==> config.mk <==
export PLATFORM = sky130hd
export DESIGN_NAME = mem_stage
export DESIGN_NICKNAME = d
export VERILOG_FILES = /design/src/rtl/pipeline_pkg.sv /design/src/rtl/mem_access_ctrl.sv /design/src/rtl/mem_stage.sv
export SDC_FILE = /design/constraint.sdc
export NUM_CORES = 1
export LEC_CHECK = 0
export ABC_AREA = 1
export BUFFER_PORTS_ARGS = -buffer_cell sky130_fd_sc_hd__buf_4
export CAP_MARGIN = 20
export CORE_AREA = 2 2 134 136
export CTS_CLUSTER_SIZE = 14
export DETAILED_ROUTE_END_ITERATION = 12
export DIE_AREA = 0 0 136 138
export MAX_ROUTING_LAYER = met4
export PLACE_DENSITY = 0.72
export SLEW_MARGIN = 5
export SYNTH_ARGS = -nofsm -noshare
export SYNTH_HDL_FRONTEND = slang
export SYNTH_SLANG_ARGS = --single-unit
==> constraint.sdc <==
create_clock -name clock -period 1.5 [get_ports clock]
set_input_delay 0.375 -clock clock [delete_from_list [all_inputs] [get_ports clock]]
set_output_delay 0.375 -clock clock [all_outputs]
set_load 0.01 [all_outputs]
==> src/rtl/pipeline_pkg.sv <==
// Shared MEM-stage definitions: access FSM encoding, MEM/WB bubble, abort read data
// and the default wait-state timeout.
package pipeline_pkg;

  localparam logic [1:0] ST_IDLE = 2'd0;
  localparam logic [1:0] ST_WAIT = 2'd1;
  localparam logic [1:0] ST_DONE = 2'd2;

  localparam int unsigned DEFAULT_TIMEOUT_CYCLES = 16;
  localparam logic [31:0] ABORT_DATA = 32'hDEADBEEF;

  typedef struct packed {
    logic reg_write;
    logic mem_to_reg;
  } wb_ctrl_t;

  // Only the control half of MEM/WB is cleared on a bubble; data fields hold.
  localparam wb_ctrl_t WB_BUBBLE = '{reg_write: 1'b0, mem_to_reg: 1'b0};

endpackage

==> src/rtl/mem_access_ctrl.sv <==
// Data-memory access sequencer: request FSM, optional wait-state timeout
// (enabled by DMEM_TIMEOUT_EN) and the read-data buffer.
//
// state   | meaning
// IDLE    | no access in flight; a new access is requested combinationally
// WAIT    | request held, waiting for dmem_ack (or timeout when enabled)
// DONE    | access finished; stall released, MEM/WB loads this cycle
module mem_access_ctrl
  import pipeline_pkg::*;
#(
  parameter int unsigned TIMEOUT_CYCLES = DEFAULT_TIMEOUT_CYCLES
) (
  input  logic        clock,
  input  logic        reset,
  input  logic        mem_read,
  input  logic        mem_write,
  input  logic        dmem_ack,
  input  logic [31:0] dmem_rdata,
  output logic        dmem_req,
  output logic        dmem_we,
  output logic        mem_stall,
  output logic        bus_error,
  output logic [31:0] read_data
);

  logic [1:0] state;
  logic       access;
  logic       ack_rd;
  logic       timed_out;

  assign access    = mem_read | mem_write;
  assign dmem_req  = ((state == ST_IDLE) & access) | (state == ST_WAIT);
  assign dmem_we   = dmem_req & mem_write;
  assign mem_stall = access & (state != ST_DONE);
  assign ack_rd    = dmem_req & dmem_ack & ~dmem_we;

`ifdef DMEM_TIMEOUT_EN
  localparam int CNT_W = $clog2(TIMEOUT_CYCLES + 1);
  localparam logic [CNT_W-1:0] CNT_LAST = CNT_W'(TIMEOUT_CYCLES - 1);

  logic [CNT_W-1:0] wait_cnt;
  logic             bus_error_q;

  // Abort on the last allowed WAIT cycle so exactly TIMEOUT_CYCLES WAIT cycles elapse.
  assign timed_out = (state == ST_WAIT) & ~dmem_ack & (wait_cnt == CNT_LAST);
  assign bus_error = bus_error_q;

  always_ff @(posedge clock) begin
    if (reset) begin
      wait_cnt    <= '0;
      bus_error_q <= 1'b0;
    end else begin
      bus_error_q <= timed_out;
      if ((state == ST_WAIT) && !timed_out) wait_cnt <= wait_cnt + 1'b1;
      else                                  wait_cnt <= '0;
    end
  end
`else
  logic unused_timeout;

  assign unused_timeout = ^TIMEOUT_CYCLES;
  assign timed_out      = 1'b0;
  assign bus_error      = 1'b0;
`endif

  always_ff @(posedge clock) begin
    if (reset) begin
      state     <= ST_IDLE;
      read_data <= '0;
    end else begin
      case (state)
        ST_IDLE: if (access) state <= dmem_ack ? ST_DONE : ST_WAIT;
        ST_WAIT: if (dmem_ack || timed_out) state <= ST_DONE;
        default: state <= ST_IDLE;
      endcase
      if (timed_out)   read_data <= ABORT_DATA;
      else if (ack_rd) read_data <= dmem_rdata;
    end
  end

endmodule

==> src/rtl/mem_stage.sv <==
// Pipeline MEM stage: data-memory access via mem_access_ctrl, branch/jump resolve and
// the MEM/WB register. Wait-state timeout is built only with DMEM_TIMEOUT_EN defined.
module mem_stage
  import pipeline_pkg::*;
#(
  parameter int unsigned TIMEOUT_CYCLES = DEFAULT_TIMEOUT_CYCLES
) (
  input  logic        clock,
  input  logic        reset,
  input  logic        MemRead_MEM,
  input  logic        MemWrite_MEM,
  input  logic        Branch_MEM,
  input  logic        Zero_MEM,
  input  logic        jump_MEM,
  input  logic        RegWrite_in_MEM,
  input  logic        MemtoReg_in_MEM,
  input  logic [31:0] j_address_MEM,
  input  logic [31:0] address_MEM,
  input  logic [31:0] Address_in_MEM,
  input  logic [31:0] WriteData_MEM,
  input  logic [4:0]  rtd_in_MEM,
  output logic        dmem_req,
  output logic        dmem_we,
  output logic [31:0] dmem_addr,
  output logic [31:0] dmem_wdata,
  input  logic [31:0] dmem_rdata,
  input  logic        dmem_ack,
  output logic        mem_stall,
  output logic        PCSrc,
  output logic [31:0] pc_target,
  output logic        EX_Flush,
  output logic        RegWrite_WB,
  output logic        MemtoReg_WB,
  output logic [31:0] ReadData_WB,
  output logic [31:0] ALUresult_WB,
  output logic [4:0]  rtd_WB,
  output logic        bus_error
);

  logic [31:0] read_data;
  logic        is_load;
  wb_ctrl_t    wb_ctrl;

  mem_access_ctrl #(
    .TIMEOUT_CYCLES(TIMEOUT_CYCLES)
  ) u_access_ctrl (
    .clock      (clock),
    .reset      (reset),
    .mem_read   (MemRead_MEM),
    .mem_write  (MemWrite_MEM),
    .dmem_ack   (dmem_ack),
    .dmem_rdata (dmem_rdata),
    .dmem_req   (dmem_req),
    .dmem_we    (dmem_we),
    .mem_stall  (mem_stall),
    .bus_error  (bus_error),
    .read_data  (read_data)
  );

  assign dmem_addr  = Address_in_MEM;
  assign dmem_wdata = WriteData_MEM;

  // A store wins when both read and write are set, so only pure reads return data.
  assign is_load = MemRead_MEM & ~MemWrite_MEM;

  assign PCSrc     = ((Branch_MEM & Zero_MEM) | jump_MEM) & ~mem_stall;
  assign pc_target = jump_MEM ? j_address_MEM : address_MEM;
  assign EX_Flush  = PCSrc;

  always_ff @(posedge clock) begin
    if (reset) begin
      wb_ctrl      <= WB_BUBBLE;
      ReadData_WB  <= '0;
      ALUresult_WB <= '0;
      rtd_WB       <= '0;
    end else if (mem_stall) begin
      wb_ctrl <= WB_BUBBLE;
    end else begin
      // bus_error is high only in the DONE cycle of an aborted access.
      wb_ctrl.reg_write  <= RegWrite_in_MEM & ~bus_error;
      wb_ctrl.mem_to_reg <= MemtoReg_in_MEM;
      ALUresult_WB       <= Address_in_MEM;
      rtd_WB             <= rtd_in_MEM;
      if (is_load) ReadData_WB <= read_data;
    end
  end

  assign RegWrite_WB = wb_ctrl.reg_write;
  assign MemtoReg_WB = wb_ctrl.mem_to_reg;

endmodule

==> out/results.ini, run 1 <==
[status]
status = finished, final reports clean

[placed_design]
place_ws_ns = -0.01799
placed_cell_area_sq_um = 7079
place_hpwl_microns = 12280
io_buffers = 282
gp_congestion = 0.8613

[grt]
grtUsageMet2 = 0.2759
grt_antenna_before_repair = 2
use_met1 = 0.2038
overflow = 0
grt_pass1_vias = 4761
grt_max_degree = 44
grt_pass1_wl_microns = 24560
track_usage = 0.1717
busiest_layer = met2
gr-usage-met3 = 0.06784

[routing]
postRouteWirelength_microns = 16090
drt_iter0_markers = 179
drc_errors = 0
ant_nets = 0
vias = 4962
drt-pass1-iter-count = 4
wl_per_cell_microns = 13.91
via_per_inst = 4.289

[floorplan]
die_h_microns = 138
dieArea_sq_um = 18770
io_pins = 348
start_util = 0.2906
rows = 49
fp.coreArea_sq_um = 17530
die_x_microns = 136

[layout]
area_growth_pct = 48.13
nets = 1096
drive_above_1_share = 0.4082
nFillCells = 1791
regArea_sq_um = 2105
post-route-cell-area_sq_um = 7547
multi_input_area_sq_um = 2034
final_util = 0.4304

[clocking]
cts.reportedPaths.clkPinSlew_ns = 0.08
insertion_delay_ns = 0.35
cts_htree_levels = 3
cts_tree = built
clockBufferDepth = 2
holdBufCountCts = 0
cts-root-buf = clkbuf_16
cts_buffers = 9
cts.sink_count = 105

[sta]
hold_viol = 0
setup-tns-final_ns = 0
fmax_mhz = 670.5
period_share = 0.9943
rsz0062_at_grt = true
finalCriticalPeriod_ns = 1.492
drv_slew = 0
timing.final.ws_setup_ns = 0.008481
finalSetupViolations = 0
clock_skew_ns = 0.007151

[power]
p_comb_frac = 0.226
sw_frac_of_total = 0.2893
p_seq_frac = 0.432
internal_power_w = 0.005017
irDropWorstVdd_mv = 0.5907
p_clk_frac = 0.341
power_density_nw_per_um2 = 935.3
switching_power_w = 0.002042
p_leak_nw = 3.730

[setup_path]
cp-end-kind = primary output
arrival_ns = 1.12
timing.rr.end = ReadData_WB[31]$_SDFFE_PP0P_
required_ns = 1.12
cp_max_fo = 7
worstReg2RegStart = u_access_ctrl.state[0]$_SDFFE_PP0P_
reg2regPathDepth = 8
critPathLaunchType = input port
r2r_setup_slack_ns = 0.14
critical_path_class = input port to primary output

[min_path]
hp-class = input port to flip-flop
hp-start = dmem_ack
hold_path_end = u_access_ctrl.state[0]$_SDFFE_PP0P_
worstHoldPathCells = 2

[synth]
yosys.cell_types.count = 19
synth-seq-cells = 105
syn-num-nets = 883
yosysWarnings = 0
synth_cells = 708
synth_area_per_cell_sq_um = 7.196
ys_seq_area_frac = 0.4126
synth_area_sq_um = 5095

[run]
cap_viol_max_count = 0

synth_stat cells:
cell,instances,area [sq um]
nand3_1,64,320.3
buf_1,6,22.52
nor2_1,175,656.9
conb_1,1,3.750
buf_2,25,125.1
nand2_1,71,266.5
mux2_2,32,360.4
nand2_2,1,6.260
inv_1,71,266.5
o21ai_0,38,190.2
dfxtp_1,105,2102
inv_2,3,11.26
and3_1,2,12.51
nor3_2,1,10.01
buf_4,67,503.0
a21oi_1,32,160.2
buf_6,3,33.78
nor2_2,1,6.260
clkbuf_1,10,37.54
kinds of logic after synthesis:
kind of cell,Yosys count,share of synthesized area
and+or+nand+nor,315,0.2510
AOI/OAI and AO/OA,70,0.06876
DFF,105,0.4126
muxes,32,0.07073
other,1,0.0007360
buffers and inverters,185,0.1962
critical path, cell delays in order:
cell    delay [ns]
buf_12        0.11
buf_6         0.14
mux2_2        0.35
buf_4         0.14
power groups by stage:
| stage | Clock (W) | Combinational [W] | Sequential, W |
|---|---|---|---|
| after floorplan | 0 | 0.000804 | 0.00315 |
| after global placement | 0 | 0.00153 | 0.00311 |
| after detailed placement | 0 | 0.00155 | 0.00311 |
| after CTS | 0.00250 | 0.00157 | 0.00305 |
| after global routing | 0.00260 | 0.00175 | 0.00307 |
| final | 0.00241 | 0.00160 | 0.00305 |
flip-flops by register name (all words and copies together) (netlist names):
signal and count:
RegWrite_WB 1, rtd_WB 5, MemtoReg_WB 1, u_access_ctrl.read_data 32
ALUresult_WB 32, ReadData_WB 32, u_access_ctrl.state 2
final cells by class:
| type | count | share of cell area |
|---|---|---|
| multi-input cells | 418 | 0.2696 |
| clock buffers | 9 | 0.02984 |
| clock inverters | 7 | 0.01061 |
| diodes | 2 | 0.0006631 |
| repair buffers | 313 | 0.3355 |
| flip-flops and latches | 105 | 0.2788 |
| inverters | 74 | 0.03697 |
| well taps | 229 | 0.03796 |
per-layer routing:
| layer | vias to the layer above | share of wire |
|---|---|---|
| li1 | 2554 | - |
| met1 | 2212 | 0.42 |
| met2 | 186 | 0.48 |
| met3 | 10 | 0.092 |
| met4 | 0 | 0.0087 |
| met5 | - | 0 |
how the worst max path moves through the flow:
stage                                        start             to  slack (ns)  cells after the start
3_3_place_gp                              jump_MEM   pc_target[5]      -0.002                      4
4_1_cts        u_access_ctrl.state[0]$_SDFFE_PP0P_          PCSrc       -0.04                      6
5_1_grt        u_access_ctrl.state[0]$_SDFFE_PP0P_        dmem_we       -0.05                      5
2_1_floorplan                             jump_MEM   pc_target[0]       -0.04                      3
6_report                                  jump_MEM  pc_target[26]       0.008                      4
3_5_place_dp                              jump_MEM  pc_target[25]       -0.02                      4
timing repair:
| item | CTS | global route |
|---|---|---|
| gates resized for setup | 10 | 10 |
| cloned | 0 | 3 |
| endpoints found under the setup margin | 29 | 29 |
| pin swaps | 2 | 2 |
| buffers inserted | 3 | 2 |
| endpoints found under the hold margin | 0 | 0 |
cell usage in the layout (no fill, tap or decap), types with 5 or more instances in the layout:
| cell type | n |
|---|---|
| a21oi_1 | 32 |
| buf_12 | 10 |
| buf_4 | 295 |
| buf_6 | 6 |
| clkbuf_16 | 11 |
| dfxtp_1 | 103 |
| inv_1 | 68 |
| inv_2 | 5 |
| mux2_2 | 31 |
| nand2_1 | 68 |
| nand3_1 | 64 |
| nor2_1 | 173 |
| o21ai_0 | 37 |
per-stage QoR:
step	power, W	hold slack [ns]	instances
3_5_place_dp	0.004660	0.4670	1131
4_1_cts	0.007122	0.1746	1150
5_1_grt	0.007426	0.1763	1157
3_3_place_gp	0.004637	0.4607	1131
6_report	0.007059	0.1930	1157
2_1_floorplan	0.003958	0.4474	708
No activity file was read; power rests on OpenSTA's default activity.
==> inputs of run 2 (changes only) <==
- PLACE_DENSITY: 0.72 -> 0.69
- SLEW_MARGIN: 5 -> 20
- clock period: 1.5 -> 1.8 ns (I/O delays scaled with it)
==> out/results.ini, run 2 (same netlist as run 1, synthesis figures left out) <==
[status]
status = finished, final reports clean  ; unchanged

[placed_design]
place_hpwl_microns = 11600  ; was 12,280 microns
io_buffers = 282  ; unchanged
place_inst = 1119  ; was 1,131
place_ws_ns = 0.01807  ; was -0.01799 ns
gp_congestion = 0.9270  ; was 0.8613

[grt]
busiest_layer = met2  ; unchanged
grt_max_degree = 65  ; was 44
track_usage = 0.1693  ; was 0.1717
grt_pass1_vias = 4749  ; was 4,761
overflow = 0  ; unchanged
use_met1 = 0.2057  ; was 0.2038
grtUsageMet2 = 0.2663  ; was 0.2759
grt_pass1_wl_microns = 24540  ; was 24,560 microns
gr-usage-met3 = 0.06417  ; was 0.06784
grt_antenna_before_repair = 2  ; unchanged

[power]
p_leak_nw = 3.581  ; was 3.730 nW
irDropWorstVdd_mv = 0.4655  ; was 0.5907 mV
power_density_nw_per_um2 = 788.9  ; was 935.3 nW/um^2

[layout]
layoutNonFillerInstCount = 1136  ; was 1,157
drive_above_1_share = 0.3874  ; was 0.4082
reg_top3 = ALUresult_WB x32, ReadData_WB x32, u_access_ctrl.read_data x32  ; unchanged
nets = 1076  ; was 1,096
area_growth_pct = 42.34  ; was 48.13%
final_common_cell = buf_4  ; unchanged
nFillCells = 1880  ; was 1,791
mostFrequentLayoutCells = buf_4 (286), nor2_1 (174), dfxtp_1 (104), inv_1 (70), nand2_1 (69)  ; was buf_4 (295), nor2_1 (173), dfxtp_1 (103), inv_1 (68), nand2_1 (68)

[setup_path]
cp_top_family = buffers and inverters  ; unchanged
critPathSlowestCell = mux2_2  ; unchanged
required_ns = 1.35  ; was 1.12 ns
critPathLaunchType = input port  ; unchanged
cp_num_buf_inv = 2  ; was 3
arrival_ns = 1.25  ; was 1.12 ns
critical_path_class = input port to primary output  ; unchanged
cp_max_fo = 33  ; was 7
cp-end-kind = primary output  ; unchanged
crit_chain = buf_6 -> mux2_2 -> buf_4  ; was buf_12 -> buf_6 -> mux2_2 -> buf_4
cpPeakStageDelay_ns = 0.38  ; was 0.35 ns

[clocking]
cts_htree_levels = 3  ; unchanged
cts-root-buf = clkbuf_16  ; unchanged
insertion_delay_ns = 0.35  ; about the same
cts_resized = 0  ; was 10
cts.sink_count = 105  ; unchanged
holdBufCountCts = 0  ; unchanged
cts_buffers = 9  ; unchanged
cts_setup_buffers = 0  ; was 3
cts_tree = built  ; unchanged
clockBufferDepth = 2  ; unchanged
cts.reportedPaths.clkPinSlew_ns = 0.07  ; was 0.08 ns

[routing]
vias = 4925  ; was 4,962
ant_nets = 0  ; unchanged
via_per_inst = 4.335  ; was 4.289
wl_per_cell_microns = 13.78  ; was 13.91 microns
drc_errors = 0  ; unchanged
postRouteWirelength_microns = 15660  ; was 16,090 microns
drt-pass1-iter-count = 4  ; unchanged
drt_iter0_markers = 196  ; was 179

[sta]
setup-tns-final_ns = 0  ; unchanged
finalSetupViolations = 0  ; unchanged
timing.final.ws_setup_ns = 0.09921  ; was 0.008481 ns
finalCriticalPeriod_ns = 1.701
period_share = 0.9449
clock_skew_ns = 0.005695  ; was 0.007151 ns
drv_slew = 0  ; unchanged
tightest_slew_ns = 0.6612
timing.hold.ws_ns = 0.2793  ; was 0.1930 ns
fmax_mhz = 588.0
hold_viol = 0  ; unchanged
relSlewSlack = 0.5592

[min_path]
hp-class = input port to flip-flop  ; unchanged

[floorplan]
rows = 49  ; unchanged
die_h_microns = 138  ; unchanged
fp.coreArea_sq_um = 17530  ; unchanged
die_x_microns = 136  ; unchanged
start_util = 0.2906  ; unchanged
dieArea_sq_um = 18770  ; unchanged
io_pins = 348  ; unchanged

[run]
cap_viol_max_count = 0  ; unchanged

## run 2: path summary, 6_finish.rpt
| path | slack [ns] | to | from | depth (start not counted) |
|---|---|---|---|---|
| max | 0.1 | pc_target[15] | jump_MEM | 3 |
| min | 0.28 | u_access_ctrl.state[0]$_SDFFE_PP0P_ | dmem_ack | 2 |
| max reg2reg | 0.43 | u_access_ctrl.read_data[31]$_SDFFE_PP0P_ | u_access_ctrl.state[0]$_SDFFE_PP0P_ | 6 |
| min reg2reg | 0.48 | u_access_ctrl.read_data[29]$_SDFFE_PP0P_ | u_access_ctrl.read_data[29]$_SDFFE_PP0P_ | 2 |
## run 2: routing by layer
metal  wire, microns  part of all wire  vias to the layer above
li1                -                 -                     2511
met1            6787              0.43                     2219
met2            7387              0.47                      185
met3            1341             0.086                       10
met4             140            0.0089                        0
met5               0                 0                        -
## run 2: cell type report
class	instances	area (sq um)	area share
timing repair buffer	293	2278	0.3142
sequential	105	2103	0.2900
multi-input combinational	418	2012	0.2774
tap	229	286.5	0.03951
inverter	74	279.0	0.03847
clock buffer	10	229.0	0.03157
clock inverter	6	61.31	0.008454
antenna	1	2.502	0.0003451
## run 2: stage by stage
step / total power (W) / instance area, sq um / utilization
after floorplan: 0.003298 / 5095 / -
after global placement: 0.003833 / 6952 / 0.3965
after detailed placement: 0.003849 / 6952 / 0.3965
after CTS: 0.005830 / 7242 / 0.4130
after global routing: 0.006047 / 7252 / 0.4136
final: 0.005721 / 7252 / 0.4136
## run 2: report_power, final
part,switching (W),total (W),internal (W),leakage [nW]
Sequential,0.0000747,0.00254,0.00247,0.862
Combinational,0.000600,0.00125,0.000647,2.58
Clock,0.000957,0.00193,0.000972,0.138
## run 2: worst reg2reg max path, delay by kind of cell (launching register included)
family                 cells  cell delay (ns)
buffers and inverters      2             0.55
flip-flops                 1             0.32
AND/OR/NAND/NOR            4             0.40
==> inputs of run 3 (changes only) <==
- BUFFER_PORTS_ARGS: -buffer_cell sky130_fd_sc_hd__buf_4 -> -buffer_cell sky130_fd_sc_hd__buf_2
- CORE_AREA: 2 2 134 136 -> 2 2 133 135
- DIE_AREA: 0 0 136 138 -> 0 0 135 137
- PLACE_DENSITY: 0.69 -> 0.71
- SYNTH_HIERARCHICAL: default -> 1
==> out/results.ini, run 3 <==
[setup_path]
cpPeakStageDelay_ns = 0.50  ; was 0.38 ns
cp_max_fo = 4  ; was 33
worstReg2RegStart = u_access_ctrl/state[1]$_SDFFE_PP0P_  ; was u_access_ctrl.state[0]$_SDFFE_PP0P_
timing.rr.end = ReadData_WB[7]$_SDFFE_PP0P_  ; was u_access_ctrl.read_data[31]$_SDFFE_PP0P_
critPathSlowestCell = dfxtp_1  ; was mux2_2
critical_path_class = flip-flop to primary output  ; was input port to primary output
reg2regPathDepth = 7  ; was 6
r2r_setup_slack_ns = 0.28  ; was 0.43 ns
crit_start = u_access_ctrl/state[1]$_SDFFE_PP0P_  ; was jump_MEM
critPathLaunchType = flip-flop  ; was input port
cp-end-kind = primary output  ; unchanged
arrival_ns = 1.27  ; was 1.25 ns
required_ns = 1.35  ; about the same
crit_chain = a21oi_4 -> a21oi_2 -> buf_2  ; was buf_6 -> mux2_2 -> buf_4

[power]
p_comb_frac = 0.203  ; was 0.218
internal_power_w = 0.004155  ; was 0.004089 W
power_density_nw_per_um2 = 862.2  ; was 788.9 nW/um^2
sw_frac_of_total = 0.2858  ; was 0.2853
switching_power_w = 0.001663  ; was 0.001632 W
irDropWorstVdd_mv = 0.4850  ; was 0.4655 mV
p_leak_nw = 3.588  ; was 3.581 nW
p_seq_frac = 0.443  ; was 0.445
p_clk_frac = 0.354  ; was 0.337

[routing]
drt-pass1-iter-count = 4  ; unchanged
vias = 5202  ; was 4,925
drc_errors = 0  ; unchanged
postRouteWirelength_microns = 14900  ; was 15,660 microns
drt_iter0_markers = 293  ; was 196
via_per_inst = 4.317  ; was 4.335
ant_nets = 0  ; unchanged
wl_per_cell_microns = 12.36  ; was 13.78 microns

[floorplan]
io_pins = 348  ; unchanged
rows = 48  ; was 49
start_util = 0.3068  ; was 0.2906
fp.coreArea_sq_um = 17060  ; was 17,530 sq um
die_h_microns = 137  ; was 138 microns
dieArea_sq_um = 18500  ; was 18,770 sq um
die_x_microns = 135  ; was 136 microns

[clocking]
cts.reportedPaths.clkPinSlew_ns = 0.07  ; about the same
cts_buffers = 9  ; unchanged
cts_htree_levels = 3  ; unchanged
cts-root-buf = clkbuf_16  ; unchanged
cts.sink_count = 105  ; unchanged
insertion_delay_ns = 0.35  ; about the same
clockBufferDepth = 2  ; unchanged
holdBufCountCts = 0  ; unchanged
cts_tree = built  ; unchanged

[placed_design]
place_inst = 1184  ; was 1,119
gp_congestion = 0.7966  ; was 0.9270
place_ws_ns = -0.1066  ; was 0.01807 ns
place_hpwl_microns = 10620  ; was 11,600 microns
io_buffers = 282  ; unchanged
placed_cell_area_sq_um = 6395  ; was 6952 sq um

[synth]
synth_area_per_cell_sq_um = 6.743  ; was 7.196 sq um
yosys.cell_types.count = 19  ; unchanged
synth.most_common_cell = nand2_1  ; was nor2_1
yosysWarnings = 6  ; was 0
ys_seq_area_frac = 0.4017  ; was 0.4126
synth-seq-cells = 105  ; unchanged
synth_common_cells = nand2_1 (166), nor2_1 (122), dfxtp_1 (105), buf_4 (70), inv_1 (70)  ; was nor2_1 (175), dfxtp_1 (105), inv_1 (71), nand2_1 (71), buf_4 (67)
yosys_most_used_dff = dfxtp_1  ; unchanged
synth_area_leaders = dfxtp_1 (40%), nand2_1 (12%), buf_4 (10%)  ; was dfxtp_1 (41%), nor2_1 (13%), buf_4 (9.9%)
synth_cells = 776  ; was 708
synth_top_cell_area_share = 0.4017  ; was 0.4126
synth-edff-count = 0  ; unchanged
async_flop_share = 0  ; unchanged
yosysTopAreaCell = dfxtp_1  ; unchanged
synth_area_sq_um = 5233  ; was 5095 sq um
syn-num-nets = 951  ; was 883

[grt]
track_usage = 0.1531  ; was 0.1693
overflow = 0  ; unchanged
grt_pass1_vias = 4222  ; was 4,749
grt_antenna_before_repair = 1  ; was 2
grt_max_degree = 65  ; unchanged
grt_pass1_wl_microns = 21620  ; was 24,540 microns

[sta]
finalSetupViolations = 0  ; unchanged
setup-tns-final_ns = 0  ; unchanged
relSlewSlack = 0.5652  ; was 0.5592
rsz0062_at_grt = false
drv_slew = 0  ; unchanged
timing.final.ws_setup_ns = 0.08397  ; was 0.09921 ns
clock_skew_ns = 0.006837  ; was 0.005695 ns
hold_viol = 0  ; unchanged
finalCriticalPeriod_ns = 1.716  ; was 1.701 ns
tightest_slew_ns = 0.6522  ; was 0.6612 ns
fmax_mhz = 582.7  ; was 588.0 MHz
period_share = 0.9534  ; was 0.9449

[layout]
mostFrequentLayoutCells = buf_2 (282), nand2_1 (165), nor2_1 (122), dfxtp_1 (105), inv_1 (69)  ; was buf_4 (286), nor2_1 (174), dfxtp_1 (104), inv_1 (70), nand2_1 (69)
reg_top3 = ALUresult_WB x32, ReadData_WB x32, u_access_ctrl/read_data x32  ; was ALUresult_WB x32, ReadData_WB x32, u_access_ctrl.read_data x32
nFillCells = 1822  ; was 1,880
final_common_cell = buf_2  ; was buf_4
layoutNonFillerInstCount = 1205  ; was 1,136
final_util = 0.3956  ; was 0.4136
nets = 1149  ; was 1,076
post-route-cell-area_sq_um = 6748  ; was 7252 sq um
area_growth_pct = 28.96  ; was 42.34%
drive_above_1_share = 0.3585  ; was 0.3874

[min_path]
hp-start = dmem_ack  ; unchanged
worstHoldPathCells = 2  ; unchanged
hp-class = input port to flip-flop  ; unchanged
hold_path_end = u_access_ctrl/state[0]$_SDFFE_PP0P_  ; was u_access_ctrl.state[0]$_SDFFE_PP0P_

[run]
cap_viol_max_count = 0  ; unchanged

[status]
status = finished, final reports clean  ; unchanged

==> run 3: cell count changes after synthesis, sizes merged <==
cell / previous run / this run
nand2: 72 / 166
a21oi: 32 / 66
mux2: 32 / 0
nor2: 176 / 145
clkbuf: 10 / 14
and3: 2 / 0
buf: 101 / 103
clkinv: 0 / 1
inv: 74 / 73
nor3: 1 / 0
nor3b: 0 / 1
o21ai: 38 / 37
==> run 3: through the flow <==
step	power [W]	hold slack [ns]
6_report	0.005818	0.2823
3_5_place_dp	0.003799	0.4645
4_1_cts	0.005901	0.2620
5_1_grt	0.006147	0.2793
3_3_place_gp	0.003785	0.4576
2_1_floorplan	0.003407	0.4516
==> run 3: cells by family (layout without fill, tap and decap cells) <==
kind of cell	Yosys count	in the layout	synth area share
simple gates	376	376	0.2987
other cells	1	2	0.0007167
compound gates	103	104	0.09852
flops	105	105	0.4017
buf+inv	191	393	0.2004
==> run 3: per-layer routing <==
layer  up-vias  track usage  share of wire
met4         0      0.05382          0.012
met1      2268       0.1999           0.44
met5         -            -              0
met2       192       0.2293           0.47
met3        14      0.04000          0.076
li1       2728            -              -
==> run 3: worst max-delay path by stage <==
stage | end | slack, ns | cells past startpoint
6_report | PCSrc | 0.08 | 3
5_1_grt | EX_Flush | 0.003 | 3
4_1_cts | dmem_we | 0.03 | 7
3_5_place_dp | mem_stall | -0.11 | 4
3_3_place_gp | mem_stall | -0.09 | 4
2_1_floorplan | PCSrc | 0.03 | 6
==> run 3: final cells by class <==
type,count,area [sq um],share of cell area
flip-flops and latches,105,2102,0.3115
repair buffers,303,1657,0.2455
clock buffers,11,252.7,0.03746
inverters,74,277.8,0.04116
clock inverters,5,61.31,0.009086
diodes,1,2.502,0.0003709
well taps,225,281.5,0.04172
multi-input cells,481,2113,0.3132
==> run 3: power by group through the flow <==
stage | Clock [W] | Sequential (W) | Combinational [W]
after detailed placement | 0 | 0.00263 | 0.00117
after floorplan | 0 | 0.00267 | 0.000740
after CTS | 0.00214 | 0.00258 | 0.00119
final | 0.00206 | 0.00258 | 0.00118
after global placement | 0 | 0.00263 | 0.00116
after global routing | 0.00223 | 0.00259 | 0.00132
==> run 3: worst max-delay path, delay by kind of cell (launching register included) <==
family | cells | cell delay [ns]
buf+inv | 1 | 0.14
compound gates | 2 | 0.27
flops | 1 | 0.50
==> run 3: timing repair <==
action                                  CTS  global route
resized for setup                         1             1
buffers inserted                          2             1
gates cloned                              1             0
endpoints found under the setup margin    3             5
pin swaps                                 1             1
